[config.mk]
export PLATFORM = sky130hd
export DESIGN_NAME = mc_controller
export DESIGN_NICKNAME = d
export VERILOG_FILES = /design/src/rtl/mc_pkg.sv /design/src/rtl/mc_decode.sv /design/src/rtl/mc_controller.sv
export SDC_FILE = /design/constraint.sdc
export NUM_CORES = 1
export LEC_CHECK = 0
export CAP_MARGIN = 25
export CELL_PAD_IN_SITES_DETAIL_PLACEMENT = 1
export CELL_PAD_IN_SITES_GLOBAL_PLACEMENT = 1
export CORE_MARGIN = 4
export CORE_UTILIZATION = 23
export DETAILED_ROUTE_END_ITERATION = 8
export GPL_ROUTABILITY_DRIVEN = 1
export HOLD_SLACK_MARGIN = 0.1
export PLACE_DENSITY = 0.9
export SLEW_MARGIN = 20
export SYNTH_ARGS = -nofsm -noshare
export SYNTH_HDL_FRONTEND = slang
export SYNTH_SLANG_ARGS = --single-unit
[constraint.sdc]
create_clock -name clk -period 1.6 [get_ports clk]
set_input_delay 0.32 -clock clk [delete_from_list [all_inputs] [get_ports clk]]
set_output_delay 0.32 -clock clk [all_outputs]
set_load 0.005 [all_outputs]
[src/rtl/mc_pkg.sv]
// Shared encodings for the multi-cycle MIPS sequencer: states, opcodes, ALU and mux codes.
// Latency: n/a (constants and types only).
// Backpressure: n/a.
package mc_pkg;

    localparam logic [2:0] ST_FETCH  = 3'd0;
    localparam logic [2:0] ST_DECODE = 3'd1;
    localparam logic [2:0] ST_EXEC   = 3'd2;
    localparam logic [2:0] ST_MEM    = 3'd3;
    localparam logic [2:0] ST_WB     = 3'd4;
    localparam logic [2:0] ST_HALT   = 3'd5;

    localparam logic [5:0] OP_RTYPE = 6'b000000;
    localparam logic [5:0] OP_ORI   = 6'b001101;
    localparam logic [5:0] OP_LUI   = 6'b001111;
    localparam logic [5:0] OP_LW    = 6'b100011;
    localparam logic [5:0] OP_SW    = 6'b101011;
    localparam logic [5:0] OP_BEQ   = 6'b000100;
    localparam logic [5:0] OP_JAL   = 6'b000011;

    localparam logic [5:0] FN_ADD = 6'b100000;
    localparam logic [5:0] FN_SUB = 6'b100010;
    localparam logic [5:0] FN_JR  = 6'b001000;
    localparam logic [5:0] FN_NOP = 6'b000000;

    localparam logic [2:0] ALU_ADD = 3'd0;
    localparam logic [2:0] ALU_SUB = 3'd1;
    localparam logic [2:0] ALU_OR  = 3'd2;
    localparam logic [2:0] ALU_AND = 3'd3;
    localparam logic [2:0] ALU_LUI = 3'd4;

    localparam logic [1:0] NPC_PC4    = 2'd0;
    localparam logic [1:0] NPC_BRANCH = 2'd1;
    localparam logic [1:0] NPC_JUMP   = 2'd2;
    localparam logic [1:0] NPC_JR     = 2'd3;

    localparam logic [1:0] WA_RT = 2'd0;
    localparam logic [1:0] WA_RD = 2'd1;
    localparam logic [1:0] WA_RA = 2'd2;

    localparam logic [1:0] WD_ALU = 2'd0;
    localparam logic [1:0] WD_MEM = 2'd1;
    localparam logic [1:0] WD_PC4 = 2'd2;

    localparam logic SRC_REG   = 1'b0;
    localparam logic SRC_IMM   = 1'b1;
    localparam logic EXT_ZERO  = 1'b0;
    localparam logic EXT_SIGN  = 1'b1;
    localparam logic MEM_WORD  = 1'b0;

    // Exactly one field is set per decoded instruction word.
    typedef struct packed {
        logic add;
        logic sub;
        logic jr;
        logic nop;
        logic ori;
        logic lui;
        logic lw;
        logic sw;
        logic beq;
        logic jal;
        logic illegal;
    } instClass_t;

endpackage

[src/rtl/mc_decode.sv]
// Instruction classifier: opCode/funct -> one-hot instruction class.
// Latency: combinational, zero cycles.
// Backpressure: none.
module mc_decode
    import mc_pkg::*;
(
    input  logic [5:0]  opCode,
    input  logic [5:0]  funct,
    output instClass_t  cls
);

    always_comb begin
        cls = '0;
        case (opCode)
            OP_RTYPE: begin
                case (funct)
                    FN_ADD:  cls.add     = 1'b1;
                    FN_SUB:  cls.sub     = 1'b1;
                    FN_JR:   cls.jr      = 1'b1;
                    FN_NOP:  cls.nop     = 1'b1;
                    default: cls.illegal = 1'b1;
                endcase
            end
            OP_ORI:  cls.ori     = 1'b1;
            OP_LUI:  cls.lui     = 1'b1;
            OP_LW:   cls.lw      = 1'b1;
            OP_SW:   cls.sw      = 1'b1;
            OP_BEQ:  cls.beq     = 1'b1;
            OP_JAL:  cls.jal     = 1'b1;
            default: cls.illegal = 1'b1;
        endcase
    end

endmodule

[src/rtl/mc_controller.sv]
// Multi-cycle MIPS sequencer (FETCH/DECODE/EXEC/MEM/WB); MC_ILLEGAL_TRAP_EN sends illegal ops to HALT.
// Latency: 2-5 cycles per instruction; strobes and selects are combinational from state and IR.
// Backpressure: none; the state advances every cycle and PC is written once, in the final state.
module mc_controller #(
    parameter int STATE_W = 3,
    parameter int RA_IDX  = 31
) (
    input  logic               clk,
    input  logic               reset,
    input  logic [5:0]         opCode,
    input  logic [5:0]         funct,
    input  logic               cmpRes,
    output logic               irWE,
    output logic               pcWE,
    output logic               regWE,
    output logic               memWE,
    output logic               memMode,
    output logic [2:0]         aluOp,
    output logic               aluSrcMux,
    output logic               extMode,
    output logic [1:0]         regWAMux,
    output logic [1:0]         regWDMux,
    output logic [1:0]         npcMode,
    output logic [STATE_W-1:0] state,
    output logic               halt
);
    import mc_pkg::*;

    // The $ra index itself is applied by the GRF address mux; only its range matters here.
    if (STATE_W < 3 || RA_IDX < 0 || RA_IDX > 31) begin : gBadParam
        $error("mc_controller: STATE_W must be >= 3 and RA_IDX within 0..31");
    end

`ifdef MC_ILLEGAL_TRAP_EN
    localparam bit TRAP = 1'b1;
`else
    localparam bit TRAP = 1'b0;
`endif

    instClass_t cls;
    logic [2:0] stateQ;
    logic [2:0] stateNext;
    logic       nopLike;
    logic       aluWrite;

    mc_decode uDecode (
        .opCode (opCode),
        .funct  (funct),
        .cls    (cls)
    );

    assign nopLike  = cls.nop | (cls.illegal & ~TRAP);
    assign aluWrite = cls.add | cls.sub | cls.ori | cls.lui;

    always_comb begin
        stateNext = ST_FETCH;
        case (stateQ)
            ST_FETCH:  stateNext = ST_DECODE;
            ST_DECODE: begin
                if (cls.jal)
                    stateNext = ST_WB;
                else if (aluWrite | cls.lw | cls.sw | cls.beq)
                    stateNext = ST_EXEC;
                else if (cls.illegal & TRAP)
                    stateNext = ST_HALT;
                else
                    stateNext = ST_FETCH;
            end
            ST_EXEC: begin
                if (cls.lw | cls.sw)
                    stateNext = ST_MEM;
                else if (aluWrite)
                    stateNext = ST_WB;
                else
                    stateNext = ST_FETCH;
            end
            ST_MEM:    stateNext = cls.lw ? ST_WB : ST_FETCH;
            ST_WB:     stateNext = ST_FETCH;
            ST_HALT:   stateNext = TRAP ? ST_HALT : ST_FETCH;
            default:   stateNext = ST_FETCH;
        endcase
    end

    always_ff @(posedge clk or negedge reset) begin
        if (!reset)
            stateQ <= ST_FETCH;
        else
            stateQ <= stateNext;
    end

    assign state = STATE_W'(stateQ);

`ifdef MC_ILLEGAL_TRAP_EN
    assign halt = (stateQ == ST_HALT);
`else
    assign halt = 1'b0;
`endif

    // Selects depend only on the instruction, so they hold steady across all its states.
    always_comb begin
        irWE      = 1'b0;
        pcWE      = 1'b0;
        regWE     = 1'b0;
        memWE     = 1'b0;
        memMode   = MEM_WORD;
        aluOp     = ALU_ADD;
        aluSrcMux = SRC_REG;
        extMode   = EXT_ZERO;
        regWAMux  = WA_RT;
        regWDMux  = WD_ALU;
        npcMode   = NPC_PC4;
        if (reset) begin
            if (cls.sub)
                aluOp = ALU_SUB;
            else if (cls.ori)
                aluOp = ALU_OR;
            else if (cls.lui)
                aluOp = ALU_LUI;
            aluSrcMux = (cls.ori | cls.lui | cls.lw | cls.sw) ? SRC_IMM : SRC_REG;
            extMode   = (cls.lw | cls.sw | cls.beq) ? EXT_SIGN : EXT_ZERO;
            if (cls.add | cls.sub)
                regWAMux = WA_RD;
            else if (cls.jal)
                regWAMux = WA_RA;
            if (cls.lw)
                regWDMux = WD_MEM;
            else if (cls.jal)
                regWDMux = WD_PC4;
            if (cls.jr)
                npcMode = NPC_JR;
            else if (cls.jal)
                npcMode = NPC_JUMP;
            else if (cls.beq && cmpRes)
                npcMode = NPC_BRANCH;

            case (stateQ)
                ST_FETCH:  irWE = 1'b1;
                ST_DECODE: pcWE = cls.jr | nopLike;
                ST_EXEC:   pcWE = cls.beq;
                ST_MEM: begin
                    memWE = cls.sw;
                    pcWE  = cls.sw;
                end
                ST_WB: begin
                    regWE = 1'b1;
                    pcWE  = 1'b1;
                end
                default: ;
            endcase
        end
    end

endmodule

==> metrics.csv <==
metric,value,unit
synth_seq_cells,3,
area_growth,171.8,%
netlist_area,536.8,µm²
tritoncts,done,
setup_slack,-0.2279,ns
cts.sinks,3,
slew_viol_final,0,
io_pins,35,
pre_cts_ws,-0.8965,ns
mostFrequentLayoutCell,buf_4,
core.rowCount,17,
grt_max_degree,11,
die_x,56.31,µm
vias_per_cell,5.417,
cp-end-kind,output pin,
coreArea,2212,µm²
grtUsageTotal,23.63,%
first_global_vias,1040,
start_kind,flop,
largest_register_ffs,3,
crit_type,reg -> out,
grt_pass1_wl,5.733,mm
dp_hpwl,2.052,mm
syn_inst,78,
max_freq,547.1,MHz
start_util,24.26,%
layout_worst_path_cycle_share,114.2,%
cp.arrival,1.51,ns
cts_buffer_depth,2,
routed_wl,4.249,mm
numCtsBuffers,3,
stdcell_area,1459,µm²
crit_fanout,3,
clk_latency,0.24,ns
cts_root_buf,clkbuf_4,
violations,negative setup slack,
drv_cap,0,
yosysWarningCount,0,
ir_worst_vdd,0.0008891,V
syn_area_per_cell,6.882,µm²
gr-total-overflow,0,
die_area,3171,µm²
detail_route.wl_per_cell,22.72,µm
required,1.28,ns
period_minus_slack,1.828,ns
antenna_found_initial,0,
nFillCells,256,
cp_slowest_cell,dfrtp_1,
critPathMaxStageDelay,0.40,ns
antenna_cells,0,
power.density,555.8,nW/µm²
htree_levels,1,
hold_violations,0,
path_clk_slew,0.04,ns
dr_total_vias,1013,
fin_nets,175,
cp_cell_sequence,nand2b_4 -> a311oi_4 -> o21ai_1 -> a31oi_1 -> buf_2,
die_y,56.31,µm
ys_seq_area_share,13.99,%
yosys.cell_types.count,37,
layout_common_cells,"38 x buf_4, 16 x buf_6, 14 x buf_2",
drive_gt1_share,70.44,%
hp-class,in -> async,
drc,0,
drt-initial-drc-count,23,
gp_congestion,0.8485,
place_area,1085,µm²
io_buffers,32,
finalSetupViolCount,7,
outcome,"complete, but fails checks",
skew,0.003365,ns
rsz0062_at_grt,true,
drtAntennaViolNets,0,
drtPass1Iterations,4,
leakage,0.0006683,µW
synthesized netlist by cell type, drive strengths merged:
cell type	count	share of area, %
nor3	7	7.5
and4bb	1	2.3
nand4	3	3.5
xnor2	1	1.6
o21a	2	2.8
and3	3	3.5
o211ai	1	1.4
nand3	5	4.7
nand4b	1	1.6
nor4b	2	3.3
o31a	1	1.6
a311oi	1	1.6
a211oi	1	1.4
and4	1	1.6
nand2	5	3.5
nor2	7	4.9
nand2b	2	2.3
a31oi	2	2.3
a21oi	3	2.8
dfrtp	3	14
o22ai	1	1.2
a32oi	1	1.6
o21ai	5	4.7
inv	5	3.5
nor3b	1	1.4
conb	1	0.70
nor4	2	5.1
buf	5	6.8
or3	2	3.3
nor2b	2	2.3
and2	1	1.2
where the power goes:
part / internal, µW / switching, µW
clock: 94.4 / 52.9
combinational: 276 / 277
sequential: 91.2 / 19.4
what timing repair did:
| item | CTS | global route |
|---|---|---|
| hold buffers | 0 | 0 |
| setup buffers | 13 | 8 |
| pin swaps | 26 | 12 |
| gates resized for setup | 147 | 28 |
| setup endpoints to repair | 17 | 14 |
| gates cloned | 0 | 0 |
worst paths after layout:
check                                   start                  to  slack [ns]  cells past startpoint
min in group clk                    opCode[2]  state[2]$_DFF_PN0_        0.68                      5
hold reg to reg            state[2]$_DFF_PN0_  state[0]$_DFF_PN0_        0.79                      3
setup reg to reg           state[1]$_DFF_PN0_  state[2]$_DFF_PN0_        0.08                      6
max in group asynchronous               reset  state[2]$_DFF_PN0_        1.14                      3
setup / recovery           state[1]$_DFF_PN0_                pcWE       -0.23                      5
hold / removal                          reset  state[0]$_DFF_PN0_        0.34                      3
critical path: cells and delay by family, from the launching register on:
| family | cells | cell delay, ns |
|---|---|---|
| compound gates | 3 | 0.54 |
| buf+inv | 1 | 0.14 |
| flops | 1 | 0.40 |
| simple gates | 1 | 0.19 |
final cells by class:
type,count,area [µm²],area share [%]
clock buffer,4,26.28,1.801
inverter,5,21.27,1.458
multi-input combinational,66,618.1,42.37
sequential,3,76.32,5.232
tap,28,35.03,2.401
timing repair buffer,81,681.9,46.74
per-layer routing:
| layer | global-route usage [%] | up-vias | part of all wire [%] |
|---|---|---|---|
| met1 | 28.73 | 503 | 42 |
| met2 | 42.07 | 47 | 51 |
| li1 | - | 453 | - |
| met3 | 5.287 | 10 | 4.6 |
| met5 | 0 | - | 0 |
| met4 | 5.085 | 0 | 2.8 |
cell families after synthesis:
| logic type | Yosys count | synth area share (%) |
|---|---|---|
| AOI/OAI and AO/OA | 18 | 21.45 |
| other | 1 | 0.6986 |
| DFF | 3 | 13.99 |
| xor gates and xnor gates | 1 | 1.632 |
| buffers and inverters | 10 | 10.26 |
| and+or+nand+nor | 45 | 51.99 |
metrics by stage:
step	setup TNS, ns	power [µW]	hold WS, ns	utilization [%]	cells
after floorplan	0	262.5	0.02441	-	79
after global placement	-10.96	466.9	0.7415	49.04	164
after detailed placement	-12.16	482.5	0.7436	49.04	164
after CTS	-0.6420	698.4	0.2677	59.39	181
after global routing	-1.376	850.0	0.3465	65.95	187
final	-0.8921	810.9	0.3403	65.95	187
(Power assumes the default switching activity.)
